## src/rtl/fs_lut4.sv

```systemverilog
// fs_lut4: a programmable 4-input, 1-output Boolean function cell.
// A 16-bit truth-table register is indexed by {a,b,c,d}, with a as the MSB.
// The table is reloaded through cfg_we_i/cfg_data_i and read back on tt_o.
// The result is either a flop or a purely combinational lookup, chosen by REGISTERED.
module fs_lut4 #(
    parameter logic [15:0] TT_DEFAULT = 16'h6996,
    parameter bit          REGISTERED = 1'b1
) (
    input  logic        clk_i,
    input  logic        rst_n_i,
    input  logic        a_i,
    input  logic        b_i,
    input  logic        c_i,
    input  logic        d_i,
    input  logic        cfg_we_i,
    input  logic [15:0] cfg_data_i,
    output logic [15:0] tt_o,
    output logic        y_o
);

    logic [15:0] tt_q;
    logic [15:0] tt_d;
    logic [3:0]  idx;
    logic        lookup;

    assign idx    = {a_i, b_i, c_i, d_i};
    assign lookup = tt_q[idx];
    assign tt_o   = tt_q;

    // Next table value: take the new table on a write, otherwise hold.
    always_comb begin
        tt_d = tt_q;
        if (cfg_we_i) begin
            tt_d = cfg_data_i;
        end
    end

    // Table register. Reset wins over a write issued on the same edge.
    always_ff @(posedge clk_i) begin
        if (!rst_n_i) begin
            tt_q <= TT_DEFAULT;
        end else begin
            tt_q <= tt_d;
        end
    end

    generate
        if (REGISTERED) begin : g_reg
            logic y_q;

            // Registered lookup from the pre-edge table, so a write shows up one cycle later.
            always_ff @(posedge clk_i) begin
                if (!rst_n_i) begin
                    y_q <= 1'b0;
                end else begin
                    y_q <= lookup;
                end
            end

            assign y_o = y_q;
        end else begin : g_comb
            assign y_o = rst_n_i ? lookup : 1'b0;
        end
    endgenerate

endmodule

```

## config.mk

```make
export PLATFORM = sky130hd
export DESIGN_NAME = fs_lut4
export DESIGN_NICKNAME = d
export VERILOG_FILES = /design/src/rtl/fs_lut4.sv
export SDC_FILE = /design/constraint.sdc
export NUM_CORES = 1
export LEC_CHECK = 0
export CAP_MARGIN = 15
export CORE_UTILIZATION = 35
export CTS_BUF_LIST = sky130_fd_sc_hd__clkbuf_4 sky130_fd_sc_hd__clkbuf_8
export DETAILED_ROUTE_END_ITERATION = 12
export HOLD_SLACK_MARGIN = 0.12
export PLACE_DENSITY_LB_ADDON = 0.05
export SETUP_SLACK_MARGIN = 0.3
export SYNTH_ARGS = -nofsm -noshare
export SYNTH_HDL_FRONTEND = slang
export SYNTH_SLANG_ARGS = --single-unit
```

## constraint.sdc

```tcl
create_clock -name clk_i -period 1.6 [get_ports clk_i]
set_clock_uncertainty 0.2 [all_clocks]
set_input_delay 0.4 -clock clk_i [delete_from_list [all_inputs] [get_ports clk_i]]
set_output_delay 0.4 -clock clk_i [all_outputs]
set_load 0.1 [all_outputs]
```

==> impl_metrics.ini, run 1 <==
[clock_tree]
clock_tree.root_cell = clkbuf_4
clk_path_buf_depth = 2
postCtsHoldBufs = 0
cts_buffers = 3
cts_tree = done
clock_latency_ps = 290
cts.sinks = 17
htreeDepth = 1
clk_pin_slew_worst_paths_ps = 100

[routing]
avgRoutedWirePerCell_um = 14.5
vias = 726
drtAntennaViolNets = 0
route.detailed.drc = 0
routed_wl_um = 2190
drt-initial-drc-count = 8
via_per_inst = 4.81
dr.pass1.iters = 4

[floorplan]
io_pins = 40
rows = 16
die_w_um = 48.4
start_util = 0.377
die_area_um2 = 2350
chipHeight_um = 48.4
coreArea_um2 = 2000

[global_route]
grt_pass1_vias = 724
antenna_found_initial = 0
grt_pass1_wl_um = 3440
gr-usage-all-layers = 0.196
grt_max_degree = 10
grt-ovfl-total = 0

[logic_synthesis]
mappedNetlistArea_um2 = 754
post_synth.cell_area_avg_um2 = 10.9
postSynthCellCount = 69
synth_seq_area_share = 0.451
yosys_register_bits = 17
yosysWarnings = 0
syn-num-nets = 92
synth_cell_types = 14

[cells_and_area]
diodes = 0
fin_nets = 148
final_common_cell = mux2i_1
fill_cells = 134
fin_util = 0.776
finish.instance_area_um2 = 1550
syn_to_final_growth_pct = 106
final_cell_mix = 20 x mux2i_1, 19 x clkdlybuf4s50_1, 18 x buf_12, 14 x buf_4
drive_gt1_frac = 0.476

[timing]
rsz0062_at_grt = true
slew_viol_final = 0
worst_slack_ps = 152
period_share = 0.905
fin_crit_ps = 1450
slew_headroom = 0.865
setup_viol = 0
timing.fmax_mhz = 690
tightest_slew_ps = 197
hold_violations = 0

[worst_setup_path]
critPathMaxStageDelay_ps = 390
cp.arrival_ps = 850
cp_num_buf_inv = 1
worstPathMaxFanout = 3
cp-end-kind = output pin
crit_type = flop to output pin
worstPathRequired_ps = 1000
regToRegSetupSlack_ps = 200
crit_chain = buf_12
crit_path_start_kind = flop
crit_slowest_cell = dfxtp_4
path_delay_family = flip-flops

[pwr]
vdd_ir_drop_max_uv = 624
power_density_nw_per_um2 = 792
totalPowerFinal_mw = 1.23
p_leak_nw = 0.689

[placement]
dpl_cell_area_um2 = 1400
dp_slack_ps = -461
place_hpwl_um = 1470
gp_congestion = 0.713
io_buffers = 39

[outcome]
outcome = completed

[hold_path]
hold_path.class = flop to flop

[flow_run]
max_cap_violations = 0
## state kept, by name, summed over array words and instances, names as in the netlist
name / flops
tt_o: 16
y_o: 1
## where the power goes
| part | total (mW) | leakage (nW) | internal [mW] | switching (mW) |
|---|---|---|---|---|
| combinational | 0.503 | 0.525 | 0.230 | 0.273 |
| clock | 0.250 | 0.0184 | 0.114 | 0.136 |
| sequential | 0.478 | 0.145 | 0.446 | 0.0319 |
## cells by family (layout without fill, tap and decap cells)
family / Yosys count / in the layout / synth area share
multiplexers: 22 / 22 / 0.325
flip-flops: 17 / 17 / 0.451
buffers and inverters: 4 / 59 / 0.0365
AND/OR/NAND/NOR: 23 / 23 / 0.153
AO/OA/AOI/OAI: 3 / 3 / 0.0348
## synthesized netlist by cell type, drive strengths merged
library cell / instances / area [um^2]
mux2i: 20 / 200
dfxtp: 17 / 340
nand2: 11 / 41.3
nor2b: 9 / 56.3
buf: 3 / 23.8
mux4: 2 / 45.0
nand3: 2 / 10.0
o211ai: 2 / 20.0
clkbuf: 1 / 3.75
o22ai: 1 / 6.26
or2b: 1 / 7.51
## metrics by stage
stage | setup TNS (ps) | hold WS [ps] | cells
floorplan | 0 | 328 | 69
global placement | -1380 | 296 | 137
detailed placement | -1590 | 306 | 137
CTS | 0 | 327 | 150
global route | 0 | 346 | 151
finish | 0 | 320 | 151
## per-layer routing
metal,routed length (um),share of wire,vias to the layer above,track usage
met5,0,0,-,0
met4,13,0.0059,0,0.0882
met3,115,0.052,2,0.0220
met2,1040,0.47,31,0.333
met1,1030,0.47,340,0.249
li1,-,-,353,-
## worst paths after layout
check,from,end,cells past startpoint
min,tt_o[13],tt_o[13],2
max,tt_o[9],tt_o[9],1
max reg2reg,tt_o[13],y_o,3
min reg2reg,tt_o[13],tt_o[13],2
## repair_timing
| item | CTS | global route |
|---|---|---|
| resized for setup | 14 | 4 |
| endpoints found under the setup margin | 34 | 18 |
| cloned | 1 | 0 |
| buffers inserted | 8 | 1 |
| hold endpoints to repair | 0 | 0 |
## layout make-up
class | count | area (um^2) | share of cell area
repair buffers | 55 | 711 | 0.458
multi-input cells | 48 | 389 | 0.251
clock buffers | 4 | 30.0 | 0.0193
flip-flops and latches | 17 | 389 | 0.251
well taps | 27 | 33.8 | 0.0218
Note: power is estimated with default switching activity, not from simulation.
==> inputs of run 2 (changes only) <==
--- a/config.mk
+++ b/config.mk
@@ -5,6 +5,7 @@
 export SDC_FILE = /design/constraint.sdc
 export NUM_CORES = 1
 export LEC_CHECK = 0
+export ABC_CLOCK_PERIOD_IN_PS = 1400
 export CAP_MARGIN = 15
 export CORE_UTILIZATION = 35
 export CTS_BUF_LIST = sky130_fd_sc_hd__clkbuf_4 sky130_fd_sc_hd__clkbuf_8
==> constraint.sdc (replaced) <==
create_clock -name clk_i -period 1.4 [get_ports clk_i]
set_clock_uncertainty 0.2 [all_clocks]
set_input_delay 0.35 -clock clk_i [delete_from_list [all_inputs] [get_ports clk_i]]
set_output_delay 0.35 -clock clk_i [all_outputs]
set_load 0.1 [all_outputs]
==> run 2 against run 1 <==
Compared with the run above:
- the run now ends with negative setup slack left
- sequential share of layout area rose by 0.41 points
- sequential cell count did not move
- setup slack got worse by 220 ps
- via count fell by 4.3%
- clock power rose by 5%
- design area rose by 2.2%
- total power rose by 12%
- register-to-register slack got worse by 190 ps
- critical path depth rose by 1
- critical path type unchanged
- critical endpoint is now tt_o[5]
==> impl_metrics.ini, run 2 (synthesis results as in run 1) <==
[cells_and_area]
fin_nets = 150
drive_gt1_frac = 0.492
final_common_cell = mux2i_1
multi_input_area_um2 = 390
seq_area_um2 = 404
fill_cells = 135
syn_to_final_growth_pct = 110
diodes = 0
largest_register_ffs = 16
fin_util = 0.793
finish.instance_area_um2 = 1590
final_cell_mix = 19 x mux2i_1, 18 x clkdlybuf4s50_1, 18 x buf_12, 17 x dfxtp_4, 12 x buf_4

[clock_tree]
cts_buffers = 3
cts.sinks = 17
postCtsHoldBufs = 0
clk_pin_slew_worst_paths_ps = 100
htreeDepth = 1
clock_tree.root_cell = clkbuf_4
clock_latency_ps = 290
cts_tree = done
clk_path_buf_depth = 2

[worst_setup_path]
cp.arrival_ps = 920
cp-endpoint = tt_o[5]
regToRegSetupSlack_ps = 10
critPathLaunch = tt_o[5]
r2r-end = y_o
worstPathRequired_ps = 850
crit_path_start_kind = flop
cp-end-kind = output pin
crit_type = flop to output pin
reg2regPathDepth = 3
worstPathMaxFanout = 2
timing.rr.start = tt_o[1]

[global_route]
busiest_layer = met2
antenna_found_initial = 0
grt-ovfl-total = 0
grt_use_met2 = 0.366
grt_pass1_wl_um = 3460
grt_util_met1 = 0.221
gr-usage-all-layers = 0.192
grt_max_degree = 11
grt_pass1_vias = 765
grt_use_met3 = 0.0314

[timing]
worst_slack_ps = -67.0
slew_viol_final = 0
setup_viol = 3
slew_headroom = 0.874
hold_violations = 0
tightest_slew_ps = 189
hold-worst-slack_ps = 329
tns_ps = -196
rsz0062_at_grt = true
timing.fmax_mhz = 682
period_share = 1.05
fin_crit_ps = 1470

[floorplan]
rows = 16
start_util = 0.377
die_area_um2 = 2350
coreArea_um2 = 2000
die_w_um = 48.4
io_pins = 40
chipHeight_um = 48.4

[placement]
gp_congestion = 0.820
io_buffers = 39
dpl_cell_area_um2 = 1470

[routing]
drt-initial-drc-count = 2
routed_wl_um = 2050
avgRoutedWirePerCell_um = 13.4
drtAntennaViolNets = 0
via_per_inst = 4.54
route.detailed.drc = 0
dr.pass1.iters = 3
vias = 695

[hold_path]
hold_path.class = input pin to flop
min_from = cfg_we_i

[pwr]
vdd_ir_drop_max_uv = 827
p_leak_nw = 0.696
totalPowerFinal_mw = 1.38
power_density_nw_per_um2 = 871

[flow_run]
max_cap_violations = 0

[outcome]
outcome = finished, violations left
violations = negative setup slack
## run 2: how the worst min path moves through the flow
stage,endpoint,slack [ps],cells after the start
global route,tt_o[11],340,4
floorplan,tt_o[0],280,1
finish,tt_o[7],330,4
detailed placement,tt_o[11],300,2
CTS,tt_o[8],330,2
global placement,tt_o[2],290,2
## run 2: what timing repair did
action,CTS,global route
resized for setup,14,3
setup buffers,8,0
setup endpoints to repair,34,19
gates cloned,1,0
## run 2: final cells by class
cell class                      instances  area share
Clock buffer                            3      0.0142
Clock inverter                          1     0.00315
Multi-Input combinational cell         48       0.246
Sequential cell                        17       0.255
Tap cell                               27      0.0213
Timing Repair Buffer                   57       0.461
## run 2: worst max-delay path, stage by stage, from the launching register on
cell     delay, ps
dfxtp_4        360
buf_6          110
buf_12         150
## run 2: per-layer routing
layer | share of wire | vias up
li1 | - | 352
met4 | 0 | 0
met5 | 0 | -
met2 | 0.51 | 24
met1 | 0.44 | 319
met3 | 0.045 | 0
## run 2: through the flow
| step | std cells | setup slack, ps |
|---|---|---|
| finish | 153 | -67.0 |
| global route | 153 | -94.5 |
| global placement | 140 | -654 |
| CTS | 153 | -75.0 |
| detailed placement | 140 | -702 |
| floorplan | 69 | -98.8 |
## run 2: where the power goes
group,internal (mW),total [mW],switching [mW]
Combinational,0.267,0.582,0.314
Clock,0.106,0.262,0.156
Sequential,0.504,0.537,0.0333
Total,0.878,1.38,0.504
